### src/rtl/dcache_pkg.sv
// Shared types, derived widths and address-field helpers for the data cache.
package dcache_pkg;

    localparam int unsigned ADDR_W          = 8;
    localparam int unsigned INDEX_BITS      = 3;
    localparam int unsigned OFFSET_BITS     = 2;
    localparam int unsigned TAG_BITS        = ADDR_W - INDEX_BITS - OFFSET_BITS;
    localparam int unsigned BLOCK_W         = 8 << OFFSET_BITS;
    localparam int unsigned MADDR_W         = ADDR_W - OFFSET_BITS;
    localparam int unsigned NUM_LINES       = 1 << INDEX_BITS;
    localparam int unsigned BYTES_PER_BLOCK = 1 << OFFSET_BITS;

    typedef enum logic [1:0] {
        IDLE      = 2'd0,
        WRITEBACK = 2'd1,
        FETCH     = 2'd2
    } state_e;

    // CPU byte address split into its cache fields, MSB first.
    typedef struct packed {
        logic [TAG_BITS-1:0]    tag;
        logic [INDEX_BITS-1:0]  index;
        logic [OFFSET_BITS-1:0] offset;
    } addr_fields_t;

    function automatic addr_fields_t split_addr(input logic [ADDR_W-1:0] addr);
        return addr_fields_t'(addr);
    endfunction

    function automatic logic [MADDR_W-1:0] block_addr(input logic [TAG_BITS-1:0]   tag,
                                                      input logic [INDEX_BITS-1:0] index);
        return {tag, index};
    endfunction

endpackage

### src/rtl/dcache_byte_sel.sv
// Byte-lane read mux and byte-lane write merge over one cache block.
module dcache_byte_sel
    import dcache_pkg::*;
(
    input  logic [BLOCK_W-1:0]     block_i,
    input  logic [OFFSET_BITS-1:0] offset_i,
    input  logic [7:0]             wdata_i,
    output logic [7:0]             rbyte_o,
    output logic [BLOCK_W-1:0]     merged_o
);

    // Select the addressed byte and build the block with that byte replaced.
    always_comb begin
        rbyte_o  = 8'h00;
        merged_o = block_i;
        for (int unsigned k = 0; k < BYTES_PER_BLOCK; k++) begin
            if (offset_i == OFFSET_BITS'(k)) begin
                rbyte_o           = block_i[8*k +: 8];
                merged_o[8*k +: 8] = wdata_i;
            end
        end
    end

endmodule

### src/rtl/dcache_controller.sv
// Direct-mapped write-back / write-allocate data cache between CPU and block memory.
module dcache_controller
    import dcache_pkg::*;
(
    input  logic                 CLK,
    input  logic                 RESET,
    input  logic                 READ,
    input  logic                 WRITE,
    input  logic [ADDR_W-1:0]    ADDRESS,
    input  logic [7:0]           WRITEDATA,
    output logic [7:0]           READDATA,
    output logic                 BUSYWAIT,
    output logic                 MEM_READ,
    output logic                 MEM_WRITE,
    output logic [MADDR_W-1:0]   MEM_ADDRESS,
    output logic [BLOCK_W-1:0]   MEM_WRITEDATA,
    input  logic [BLOCK_W-1:0]   MEM_READDATA,
    input  logic                 MEM_BUSYWAIT
);

    logic [BLOCK_W-1:0]    data_q  [NUM_LINES];
    logic [TAG_BITS-1:0]   tag_q   [NUM_LINES];
    logic [NUM_LINES-1:0]  valid_q;
    logic [NUM_LINES-1:0]  dirty_q;
    state_e                state_q;
    logic                  seen_busy_q;
    logic [MADDR_W-1:0]    miss_addr_q;
    logic [7:0]            readdata_q;

    addr_fields_t          req;
    logic                  hit;
    logic                  mem_done;
    logic [INDEX_BITS-1:0] miss_idx;
    logic [TAG_BITS-1:0]   miss_tag;
    logic [7:0]            hit_byte;
    logic [BLOCK_W-1:0]    merged_block;

    assign req      = split_addr(ADDRESS);
    assign hit      = valid_q[req.index] && (tag_q[req.index] == req.tag);
    assign mem_done = seen_busy_q && !MEM_BUSYWAIT;
    assign miss_idx = miss_addr_q[INDEX_BITS-1:0];
    assign miss_tag = miss_addr_q[MADDR_W-1 -: TAG_BITS];

    dcache_byte_sel u_byte_sel (
        .block_i  (data_q[req.index]),
        .offset_i (req.offset),
        .wdata_i  (WRITEDATA),
        .rbyte_o  (hit_byte),
        .merged_o (merged_block)
    );

    // State, line arrays and memory handshake; a memory transfer completes on the
    // first idle-memory edge after memory has been seen busy.
    always_ff @(posedge CLK) begin
        if (RESET) begin
            state_q     <= IDLE;
            valid_q     <= '0;
            dirty_q     <= '0;
            seen_busy_q <= 1'b0;
            miss_addr_q <= '0;
            readdata_q  <= 8'h00;
        end else begin
            case (state_q)
                IDLE: begin
                    if ((READ || WRITE) && !hit) begin
                        miss_addr_q <= block_addr(req.tag, req.index);
                        seen_busy_q <= 1'b0;
                        state_q     <= (valid_q[req.index] && dirty_q[req.index]) ? WRITEBACK : FETCH;
                    end else if (WRITE) begin
                        data_q[req.index]  <= merged_block;
                        dirty_q[req.index] <= 1'b1;
                    end else if (READ) begin
                        readdata_q <= hit_byte;
                    end
                end
                WRITEBACK: begin
                    if (mem_done) begin
                        seen_busy_q <= 1'b0;
                        state_q     <= FETCH;
                    end else if (MEM_BUSYWAIT) begin
                        seen_busy_q <= 1'b1;
                    end
                end
                FETCH: begin
                    if (mem_done) begin
                        data_q[miss_idx]  <= MEM_READDATA;
                        tag_q[miss_idx]   <= miss_tag;
                        valid_q[miss_idx] <= 1'b1;
                        dirty_q[miss_idx] <= 1'b0;
                        seen_busy_q       <= 1'b0;
                        state_q           <= IDLE;
                    end else if (MEM_BUSYWAIT) begin
                        seen_busy_q <= 1'b1;
                    end
                end
                default: begin
                    seen_busy_q <= 1'b0;
                    state_q     <= IDLE;
                end
            endcase
        end
    end

    // CPU stall, load data and memory request decode from state and request.
    always_comb begin
        READDATA      = readdata_q;
        BUSYWAIT      = 1'b0;
        MEM_READ      = 1'b0;
        MEM_WRITE     = 1'b0;
        MEM_ADDRESS   = '0;
        MEM_WRITEDATA = '0;
        case (state_q)
            IDLE: begin
                BUSYWAIT = (READ || WRITE) && !hit;
                if (READ && hit) begin
                    READDATA = hit_byte;
                end
            end
            WRITEBACK: begin
                BUSYWAIT      = 1'b1;
                MEM_WRITE     = 1'b1;
                MEM_ADDRESS   = block_addr(tag_q[miss_idx], miss_idx);
                MEM_WRITEDATA = data_q[miss_idx];
            end
            FETCH: begin
                BUSYWAIT    = 1'b1;
                MEM_READ    = 1'b1;
                MEM_ADDRESS = miss_addr_q;
            end
            default: begin
                BUSYWAIT = 1'b0;
            end
        endcase
    end

endmodule

### config.mk
export PLATFORM = sky130hd
export DESIGN_NAME = dcache_controller
export DESIGN_NICKNAME = d
export VERILOG_FILES = /design/src/rtl/dcache_pkg.sv /design/src/rtl/dcache_byte_sel.sv /design/src/rtl/dcache_controller.sv
export SDC_FILE = /design/constraint.sdc
export NUM_CORES = 1
export LEC_CHECK = 0
export ABC_CLOCK_PERIOD_IN_PS = 3900
export CORE_UTILIZATION = 35
export DETAILED_ROUTE_END_ITERATION = 12
export GPL_TIMING_DRIVEN = 1
export HOLD_SLACK_MARGIN = 0.02
export PLACE_DENSITY = 0.53
export SLEW_MARGIN = 5
export SYNTH_ARGS = -nofsm -noshare
export SYNTH_HDL_FRONTEND = slang
export SYNTH_SLANG_ARGS = --single-unit
### constraint.sdc
create_clock -name CLK -period 3.9 [get_ports CLK]
set_input_delay 0.78 -clock CLK [delete_from_list [all_inputs] [get_ports CLK]]
set_output_delay 0.78 -clock CLK [all_outputs]
set_load 0.03 [all_outputs]
======== After elaboration in Yosys (flattened, before gate mapping) ========
Memory sizes are Yosys's and may differ from the RTL's. A register that Yosys moved wholly into a read port is not among the register bits.
Index checks and enable logic that the tools add are counted.
storage, ports and cells
  word-level logic and storage cells ...... 103
  flip-flop bits (word level) ............. 33
  RAM bits ................................ 280
  memories ................................ 2
  input bits .............................. 53
  output and inout port bits .............. 49
memories
  memory  words  width  rd ports  clocked after memory_dff  write ports  RTL line                 source
  data_q  8      32     2         1                         1            dcache_controller.sv:21  logic [BLOCK_W-1:0] data_q [NUM_LINES];
  tag_q   8      3      2         1                         1            dcache_controller.sv:22  logic [TAG_BITS-1:0] tag_q [NUM_LINES];
operators by class
  reduce and logical (&&, ||, !) cells .... 21
  bitwise operators ....................... 6
  $lt $le $gt $ge ......................... 4
  eq/ne operators ......................... 12
  muxes and demuxes ....................... 52
operators by type and width
  cell                  number
  $mux W8               13
  $mux W32              2
  $reduce_or A32 Y1     1
  $mux W1               19
  $or A8 B8 Y8          2
  $pmux W8 S2           1
  $mux W3               5
  $pmux W6 S2           1
  $ne A2 B2 Y1 const B  5
  $and A8 B8 Y8         1
  $lt A3 B4 Y1 const B  2
  $mux W2               4
  $not A8 Y8            1
  $reduce_and A4 Y1     2
  $logic_and A1 B1 Y1   7
  $bmux W1 S3           2
  $demux W1 S3          2
  $eq A2 B2 Y1 const B  3
  $ge A3 B1 Y1 const B  2
  $pmux W2 S3           1
  $reduce_and A2 Y1     3
  $eq A2 B1 Y1 const B  2
  $logic_not A2 Y1      2
  $pmux W1 S2           2
  other kinds (8)       10

======== Longest topological paths before layout ========
Gate-level depths: netlist of the first run.
  word-level depth ........................ 10
  gate-level depth with buffers ........... 12
  mapped depth without buffers ............ 7

======== Cells and area by module ========
A second synthesis of the first run with hierarchy kept.
unflattened totals
  cells, all modules ...................... 1,065
  area total of the unflattened synthesis .. 15,457.3 um2
by module, submodules not included
  module             times used  seq. area each (um2)  area each (um2)  cells each
  dcache_controller  1           9,128.8               14,831.7         1,017
  dcache_byte_sel    1           0.0                   625.6            48

======== Worst setup path after synthesis of the first run ========
OpenSTA, ideal clock, no wires.
  kind .................................... input -> register
  from .................................... input ADDRESS[3]
  to ...................................... memory data_q[0][0] (netlist bit), enable pin
  arrival time ............................ 3,565 ps
  stages on the path ...................... 9
  library setup time ...................... 421 ps
  setup slack ............................. -86 ps
  required time ........................... 3,479 ps
  buffers on the path ..................... 2
  cell sequence ........................... buf_4 > nor2b_1 > buf_2 > a22o_1 > o21a_1 > nor3_2 > and3_1 > a21boi_0 > nor2_1
between the ends
  word-level cells in the longest chain between the ends .. 10
  elaborated cells between the ends (all ways) .. 13
  classes of those cells .................. 1 x eq/ne; 8 x mux; 3 x reduce/logical; 1 x memory
ends and longest elaborated chain
  element                                       RTL line                 source
  start: declaration                            dcache_controller.sv:9   input logic [ADDR_W-1:0] ADDRESS,
  $mem_v2 Z8 W3 or $bmux W1 S3 (tied branches)  -
  $eq A3 B3 Y1 or $mux W1 (tied branches)       dcache_controller.sv:39  assign hit = valid_q[req.index] && (tag_q[req.index] == req.tag);
  $logic_and A1 B1 Y1                           dcache_controller.sv:39
  $logic_not A1 Y1                              dcache_controller.sv:65  if ((READ || WRITE) && !hit) begin
  $logic_and A1 B1 Y1                           dcache_controller.sv:65
  $mux W1                                       dcache_controller.sv:65
  $mux W1                                       dcache_controller.sv:63  case (state_q)
  $mux W1                                       dcache_controller.sv:55  if (RESET) begin
  $mux W1 (implied by the code)                 dcache_controller.sv:70  data_q[req.index] <= merged_block;
  $mux W1 (no source line)                      -
  end: declaration                              dcache_controller.sv:21
Several ways; a longest one is shown, not always the timed one. The select of a mux whose other input is x is not followed.

======== Worst setup path after layout of the first run ========
  from .................................... input ADDRESS[2]
  to ...................................... output READDATA[1]
between the ends
  word-level cells in the longest chain between the ends .. 7
  elaborated cells between the ends (all ways) .. 13
  classes of those cells .................. 1 x eq/ne; 8 x mux; 2 x reduce/logical; 2 x memory
ends and longest elaborated chain
  element                RTL line                  source
  $mem_v2 Z8 W32         -
  $mux W8 (4 in series)  dcache_byte_sel.sv:17     if (offset_i == OFFSET_BITS'(k)) begin
  $mux W8 *              dcache_controller.sv:115  if (READ && hit) begin
  $mux W8 *              dcache_controller.sv:112  case (state_q)
  end: declaration       dcache_controller.sv:11   output logic [7:0] READDATA,
Every way passes the cells marked *; elsewhere a longest branch is shown, timed or not. The select of a mux whose other input is x is not followed.

==> impl_metrics.toml, run 1 <==
[min_path]
min_to = "valid_q[3]$_SDFFE_PP0P_"
min_path_type = "register to register"
holdPathStages = 1
hold_start = "valid_q[3]$_SDFFE_PP0P_"

[die]
die_height_um = 211
die_w_um = 211
dieArea_mm2 = 0.0447
initial_core_util_pct = 35.5
core_mm2 = 0.0432
ioPinCount = 102
rows = 76

[sta]
rsz0062_at_grt = "no"
hold_violations = 0
finalCritPeriodShare_pct = 97.6
fmax_mhz = 263
maxSlewHeadroom_pct = 39.0
period_minus_slack_ns = 3.81
slew_violations = 0
tightest_slew_ns = 0.906
finalSetupViolations = 0
worst_slack_ns = 0.0936
clock_skew_ns = 0.0171

[global_route]
grt_pass1_vias = 10900
met3_usage_pct = 3.20
use_met2_pct = 35.8
antenna_found_initial = 0
busiest_layer = "met2"
grt.overflow.total = 0
grt_util_met1_pct = 30.1
grtUsageTotal_pct = 21.9
grt_pass1_wl_um = 71300
grt_max_degree = 51

[clock_tree]
cts_max_level = 2
cts_sinks = 316
clockBufferDepth = 3
cts_tree = "done"
clk_pin_slew_worst_paths_ns = 0.06
insertion_delay_ns = 0.53
cts_root_buffer = "clkbuf_16"
hold_buffers = 0
cts_made_buffers = 37

[logic_synthesis]
ys_seq_area_share_pct = 59.5
ys.flop_type = "edfxtp_1"
yosysMostFrequentCell = "edfxtp_1"
synth_cells = 1077
synth.top_cell.area_share_pct = 54.8
synth_edf_count = 280
synth-seq-cells = 316
netlist_area_mm2 = 0.0153
synth.distinct_cells = 58
syn_area_per_cell_um2 = 14.2
netlist_top_cells_area = "edfxtp_1 55%, mux4_2 11%, mux2i_1 5.4%"
ys_async_sr_fraction_pct = 0
synthTopCellsByCount = "280 x edfxtp_1, 103 x a22oi_1, 82 x mux2i_1"
synth_fp_nets = 1134
ys_warn_count = 0
synth.largest_area_cell = "edfxtp_1"

[critical_path]
worstSetupEndpointType = "output port"
reg2regPathDepth = 10
startpoint_type = "primary input"
worst-path-max-fanout = 9
cp.arrival_ns = 3.03
cp.required_ns = 3.12
r2r_start = "tag_q[2][1]$_DFFE_PP_"
r2r_setup_slack_ns = 1.12
path_class = "primary input to output port"
r2r_end = "data_q[1][9]$_DFFE_PP_"

[placement]
post-place-ws_ns = 0.0172
io_buffers = 101
hpwl_um = 32000
place_inst = 1776
place.gp.congestion = 0.856

[pwr]
pwr_density_cell_mw_per_mm2 = 422
leakage_uw = 0.00641
max-vdd-ir-drop_mv = 0.277
fin_total_pwr_uw = 8040

[routing]
drc = 0
vias = 10600
ant_nets = 0
via_per_inst = 5.74
first_iter_violations = 927
wl_um = 48600
drtPass1Iterations = 5
routedWlPerCell_um = 26.3

[run]
maxCapViolations = 0

[cells_and_area]
antenna-diode-count = 0
fill_cells = 3913
fin_cells = 1846
layout-drive-gt1-share_pct = 22.5
area.growth.synth_to_final_pct = 24.4
finalCoreUtilization_pct = 44.2
nNetsFinal = 1290

[run_status]
status = "completed"
## cell type report
| class | instances | area [um2] | area share [%] |
|---|---|---|---|
| clock buffers | 51 | 1030 | 5.40 |
| clock inverters | 16 | 126 | 0.662 |
| inverters | 8 | 30.0 | 0.157 |
| multi-input cells | 669 | 5900 | 30.9 |
| flip-flops and latches | 316 | 9140 | 47.9 |
| well taps | 585 | 732 | 3.84 |
| repair buffers | 201 | 2120 | 11.1 |
## routing by layer
metal	share of wire, %	up-vias
li1	-	4642
met5	0	-
met3	6.4	98
met2	47	432
met1	44	5423
met4	2.7	0
## report_power, final
group / total [uW] / switching, uW / internal [uW]
logic: 955 / 535 / 420
registers: 3800 / 44.8 / 3760
clock network: 3290 / 1360 / 1930
## placed cells by master (no fill, tap or decap), drive strengths merged, types with 9 or more instances in the layout
cell           count
a21o              11
inv                9
clkinv            14
a22oi            103
nor2b             44
mux2i             82
clkbuf            53
o21ai             57
mux4              76
a21oi             21
nand2b            11
buf              110
nor2              38
a221oi            11
mux2              17
a22o               9
nand2             73
nand3             11
nand4             12
nor3              17
dfxtp             36
edfxtp           280
clkdlybuf4s50     89
## kinds of logic (layout without fill, tap and decap cells)
| family | Yosys count | count (layout) | synth area share, % |
|---|---|---|---|
| flops | 316 | 316 | 59.5 |
| compound gates | 251 | 251 | 11.5 |
| simple gates | 239 | 239 | 8.05 |
| mux | 175 | 175 | 17.8 |
| buf+inv | 92 | 276 | 2.79 |
| fa+ha+maj | 4 | 4 | 0.326 |
## worst max-delay path, cell delays in order
cell and delay (ns):
buf_6 0.12, buf_12 0.14, buf_4 0.14, mux2_2 0.33
a22o_1 0.21, o41ai_2 0.38, a41oi_1 0.10, a221o_1 0.36
mux2_2 0.30, buf_4 0.17
## timing repair
item,CTS,global route
pin swaps,0,3
resized for setup,1,12
cloned,0,1
buffers inserted,0,2
setup endpoints to repair,2,8
## registers in the layout, summed over array words and instances (netlist names), named ones only
name and count:
tag_q 24, miss_addr_q 6, state_q 2, seen_busy_q 1, readdata_q 8, valid_q 8, dirty_q 8, data_q 256
## through the flow
step,hold slack [ns],area (um2),TNS (ns)
3_5_place_dp,0.437,17800,0
2_1_floorplan,0.421,15300,-21.24
6_report,0.452,19100,0
5_1_grt,0.460,19100,0
3_3_place_gp,0.428,17800,0
4_1_cts,0.453,19000,0
## worst max path at each step
stage	start	to	slack [ns]	cells after the start
6_report	ADDRESS[2]	READDATA[1]	0.09	10
5_1_grt	ADDRESS[3]	READDATA[3]	0.02	12
4_1_cts	ADDRESS[2]	READDATA[6]	0.01	12
3_5_place_dp	ADDRESS[2]	READDATA[6]	0.02	12
3_3_place_gp	ADDRESS[2]	READDATA[6]	0.05	13
2_1_floorplan	ADDRESS[3]	data_q[0][0]$_DFFE_PP_	-0.09	9
Note: power is estimated with default switching activity, not from simulation.
==> run 2: changes to the inputs <==
CORE_ASPECT_RATIO = 1.4   (was default)
==> impl_metrics.toml, run 2 (same netlist as run 1, synthesis figures left out) <==
[run_status]
status = "completed"

[global_route]
antenna_found_initial = 1
grt_pass1_vias = 11100
grtUsageTotal_pct = 22.5
grt_pass1_wl_um = 72100
grt.overflow.total = 0
grt_max_degree = 61

[die]
dieArea_mm2 = 0.0447
initial_core_util_pct = 35.6
die_height_um = 250
rows = 90
die_w_um = 179
ioPinCount = 102
core_mm2 = 0.0431

[sta]
slew_violations = 0
finalCritPeriodShare_pct = 98.0
period_minus_slack_ns = 3.82
finalSetupViolations = 0
clock_skew_ns = 0.0116
maxSlewHeadroom_pct = 37.7
tightest_slew_ns = 0.925
fmax_mhz = 262
hold_violations = 0
rsz0062_at_grt = "no"

[placement]
place.gp.congestion = 0.832
io_buffers = 101
hpwl_um = 33500

[critical_path]
crit_cells = 10
startpoint_type = "primary input"
path_cells = "buf_4 -> and3b_1 -> buf_12 -> buf_4 -> a22oi_1 -> nand4_1 -> mux4_2 -> nand2_1 -> nand2_1 -> buf_4"
path_delay_family = "buffers and inverters"
reg2regPathDepth = 9
worst-path-buf-inv = 4
cp.required_ns = 3.12
cp.arrival_ns = 3.04
crit_top_cell = "buf_4"
worstSetupEndpointType = "output port"
path_class = "primary input to output port"
worst-path-max-fanout = 11
cpPeakStageDelay_ns = 0.64
cpMaxStageDelayCell = "mux4_2"

[cells_and_area]
area.growth.synth_to_final_pct = 23.8
layout-drive-gt1-share_pct = 23.2
reg_top3 = "data_q x256, tag_q x24"
mostFrequentLayoutCell = "edfxtp_1"
finalCoreUtilization_pct = 44.0
max_flop_register = "data_q"
antenna-diode-count = 0
final_cell_mix = "280 x edfxtp_1, 101 x a22oi_1, 89 x clkdlybuf4s50_1"
largest_reg_flops = 256
nNetsFinal = 1291

[clock_tree]
cts_tree = "done"
insertion_delay_ns = 0.52
cts_max_level = 2
cts_sinks = 316
cts_made_buffers = 34
clockBufferDepth = 3
cts_root_buffer = "clkbuf_16"
clk_pin_slew_worst_paths_ns = 0.06

[pwr]
leakage_uw = 0.00637
fin_total_pwr_uw = 7790
max-vdd-ir-drop_mv = 0.278
pwr_density_cell_mw_per_mm2 = 410

[min_path]
holdPathStages = 1
min_path_type = "register to register"

[routing]
routedWlPerCell_um = 27.3
first_iter_violations = 872
vias = 10600
drtPass1Iterations = 5
ant_nets = 0
wl_um = 49400
via_per_inst = 5.86
drc = 0

[run]
maxCapViolations = 0
run 2: cell count changes in the layout (fill, tap and decap cells not counted), sizes merged:
cell      delta
clkinvlp     +2
clkbuf      -11
clkinv       +1
buf          +4
run 2: area by class of cell:
class	count	area, um2
Clock buffer	40	895
Clock inverter	19	134
Fill cell	3891	24100
Inverter	8	30.0
Multi-Input combinational cell	669	5920
Sequential cell	316	9140
Tap cell	552	691
Timing Repair Buffer	205	2180
run 2: through the flow:
stage | setup TNS [ns] | instance area, um2 | hold WS [ns] | std cells | setup WS, ns
after global placement | -0.151 | 17900 | 0.429 | 1749 | -0.151
after CTS | 0 | 18900 | 0.451 | 1808 | 0.0269
after floorplan | -21.24 | 15300 | 0.421 | 1077 | -0.0864
after detailed placement | -0.111 | 17900 | 0.436 | 1749 | -0.111
final | 0 | 19000 | 0.450 | 1809 | 0.0767
after global routing | 0 | 19000 | 0.468 | 1809 | 0.00151
run 2: worst register-to-register path, delay by kind of cell, from the launching register on:
kind                     cells  cell delay, ns
adder cells (fa/ha/maj)      1            0.42
AO/OA/AOI/OAI                1            0.17
buffers and inverters        3            0.50
flip-flops                   1            0.34
AND/OR/NAND/NOR              4            1.00
run 2: report_power, final:
| group | internal [uW] | leakage (uW) | switching [uW] |
|---|---|---|---|
| logic | 424 | 0.00305 | 545 |
| registers | 3750 | 0.00282 | 38.9 |
| clock network | 1710 | 0.000504 | 1320 |
| total | 5890 | 0.00637 | 1900 |
run 2: metal layers:
layer | vias to the layer above | GRT usage (%) | wire (um)
li1 | 4626 | - | -
met1 | 5419 | 27.9 | 19400
met2 | 442 | 38.2 | 25000
met3 | 110 | 3.82 | 3110
met4 | 0 | 9.42 | 1890
met5 | - | 0 | 0
run 2: path summary, 6_finish.rpt:
check,slack [ns],start,end
max,0.08,ADDRESS[2],READDATA[4]
min,0.45,valid_q[4]$_SDFFE_PP0P_,valid_q[4]$_SDFFE_PP0P_
max reg2reg,1.13,state_q[0]$_SDFFE_PP0P_,data_q[5][19]$_DFFE_PP_
min reg2reg,0.45,valid_q[4]$_SDFFE_PP0P_,valid_q[4]$_SDFFE_PP0P_
run 2: what timing repair did:
| item | 4_1_cts | 5_1_grt |
|---|---|---|
| resized for setup | 1 | 15 |
| hold buffers | 0 | 0 |
| pin swaps | 0 | 4 |
| buffers inserted | 0 | 0 |
| setup endpoints to repair | 1 | 9 |
| cloned | 0 | 1 |
==> run 3: changes to the inputs <==
--- a/config.mk
+++ b/config.mk
@@ -9,4 +9,5 @@
 export CORE_ASPECT_RATIO = 1.4
 export CORE_UTILIZATION = 35
+export CTS_CLUSTER_DIAMETER = 100
 export DETAILED_ROUTE_END_ITERATION = 12
 export GPL_TIMING_DRIVEN = 1
==> constraint.sdc (replaced) <==
create_clock -name CLK -period 3.9 [get_ports CLK]
set_input_delay 0.78 -clock CLK [delete_from_list [all_inputs] [get_ports CLK]]
set_output_delay 0.78 -clock CLK [all_outputs]
set_load 0.05 [all_outputs]
==> impl_metrics.toml, run 3 (same netlist as run 1, synthesis figures left out) <==
[critical_path]
startpoint_type = "primary input"
cpPeakStageDelay_ns = 0.58
worst-path-buf-inv = 4
cp.required_ns = 3.12
path_class = "primary input to output port"
r2r_setup_slack_ns = 1.11
worstSetupEndpointType = "output port"
worst-path-max-fanout = 11
cpMaxStageDelayCell = "mux4_2"
cp.arrival_ns = 3.12
path_delay_family = "buffers and inverters"
path_cells = "clkbuf_4 -> and3b_1 -> buf_4 -> buf_4 -> a221oi_1 -> nand3_1 -> mux4_2 -> nand2_1 -> nand2_1 -> buf_12"

[routing]
ant_nets = 0
drc = 0
routedWlPerCell_um = 26.9
via_per_inst = 5.86
wl_um = 48700
drtPass1Iterations = 5
vias = 10600
first_iter_violations = 922

[die]
dieArea_mm2 = 0.0447
die_w_um = 179
initial_core_util_pct = 35.6
die_height_um = 250
rows = 90
core_mm2 = 0.0431
ioPinCount = 102

[cells_and_area]
max_flop_register = "data_q"
reg_top3 = "data_q x256, tag_q x24"
layout-drive-gt1-share_pct = 24.0
largest_reg_flops = 256
nNetsFinal = 1298
final_cell_mix = "280 x edfxtp_1, 103 x a22oi_1, 94 x buf_4"
finalCoreUtilization_pct = 43.9
antenna-diode-count = 0
mostFrequentLayoutCell = "edfxtp_1"
area.growth.synth_to_final_pct = 23.5

[global_route]
grt_pass1_vias = 10900
grt_pass1_wl_um = 71500
grtUsageTotal_pct = 22.0
grt.overflow.total = 0
grt_max_degree = 73
antenna_found_initial = 1

[sta]
maxSlewHeadroom_pct = 32.2
finalSetupViolations = 0
rsz0062_at_grt = "no"
clock_skew_ns = 0.0299
hold_violations = 0
period_minus_slack_ns = 3.90
fmax_mhz = 256
slew_violations = 0
tightest_slew_ns = 1.01
finalCritPeriodShare_pct = 100

[run]
maxCapViolations = 0

[clock_tree]
cts_root_buffer = "clkbuf_16"
clk_pin_slew_worst_paths_ns = 0.06
cts_tree = "done"
cts_max_level = 1
hold_buffers = 0
clockBufferDepth = 3
insertion_delay_ns = 0.58
cts_made_buffers = 31
cts_sinks = 316

[pwr]
leakage_uw = 0.00653
fin_total_pwr_uw = 7580
pwr_density_cell_mw_per_mm2 = 400
max-vdd-ir-drop_mv = 0.271

[placement]
place.gp.congestion = 0.810
io_buffers = 101
hpwl_um = 33900

[run_status]
status = "completed"

[min_path]
min_path_type = "register to register"
-- run 3: cell count changes in the layout (fill, tap and decap cells not counted), sizes merged --
cell | previous run | this run
buf | 114 | 128
clkbuf | 42 | 36
clkdlybuf4s50 | 89 | 71
clkinv | 15 | 17
clkinvlp | 2 | 3
dlygate4sd2 | 0 | 10
dlymetal6s2s | 0 | 5
inv | 9 | 7
-- run 3: routing by layer --
metal	part of all wire (%)	global-route usage (%)	routed length, um
met1	39	27.8	19000
met3	6.5	2.79	3170
met5	0	0	0
met4	3.8	8.86	1850
met2	51	37.8	24700
-- run 3: cell type report --
class                      count  area (um2)
clock inverter                20         139
sequential                   316        9140
multi-input combinational    669        5910
clock buffer                  35         791
fill                        3871       24200
tap                          552         691
timing repair buffer         215        2250
inverter                       8        30.0
-- run 3: worst paths after layout --
path | from | endpoint | cells past startpoint
worst min register to register | valid_q[4]$_SDFFE_PP0P_ | valid_q[4]$_SDFFE_PP0P_ | 1
worst max register to register | tag_q[3][1]$_DFFE_PP_ | data_q[3][20]$_DFFE_PP_ | 10
worst min-delay path | valid_q[4]$_SDFFE_PP0P_ | valid_q[4]$_SDFFE_PP0P_ | 1
worst max-delay path | ADDRESS[2] | READDATA[4] | 10
-- run 3: stage by stage --
| stage | hold WS (ns) | area (um2) | TNS, ns | instances | setup slack (ns) |
|---|---|---|---|---|---|
| floorplan | 0.421 | 15300 | -21.24 | 1077 | -0.0864 |
| global placement | 0.433 | 17900 | -0.423 | 1756 | -0.235 |
| detailed placement | 0.436 | 17900 | -0.563 | 1756 | -0.249 |
| CTS | 0.451 | 18900 | 0 | 1813 | 0.00376 |
| global route | 0.456 | 18900 | 0 | 1815 | 0.000909 |
| finish | 0.450 | 18900 | 0 | 1815 | 0.000417 |
-- run 3: power by group --
group	internal [uW]	switching (uW)	leakage (uW)	total, uW
sequential	3750	46.9	0.00282	3800
combinational	430	547	0.00324	976
clock	1520	1280	0.000462	2800
total	5700	1880	0.00653	7580
-- run 3: timing repair --
item	in CTS	in global routing
hold endpoints to repair	0	0
buffers inserted	2	2
cloned	0	0
endpoints found under the setup margin	17	13
resized for setup	14	13
pin swaps	1	5
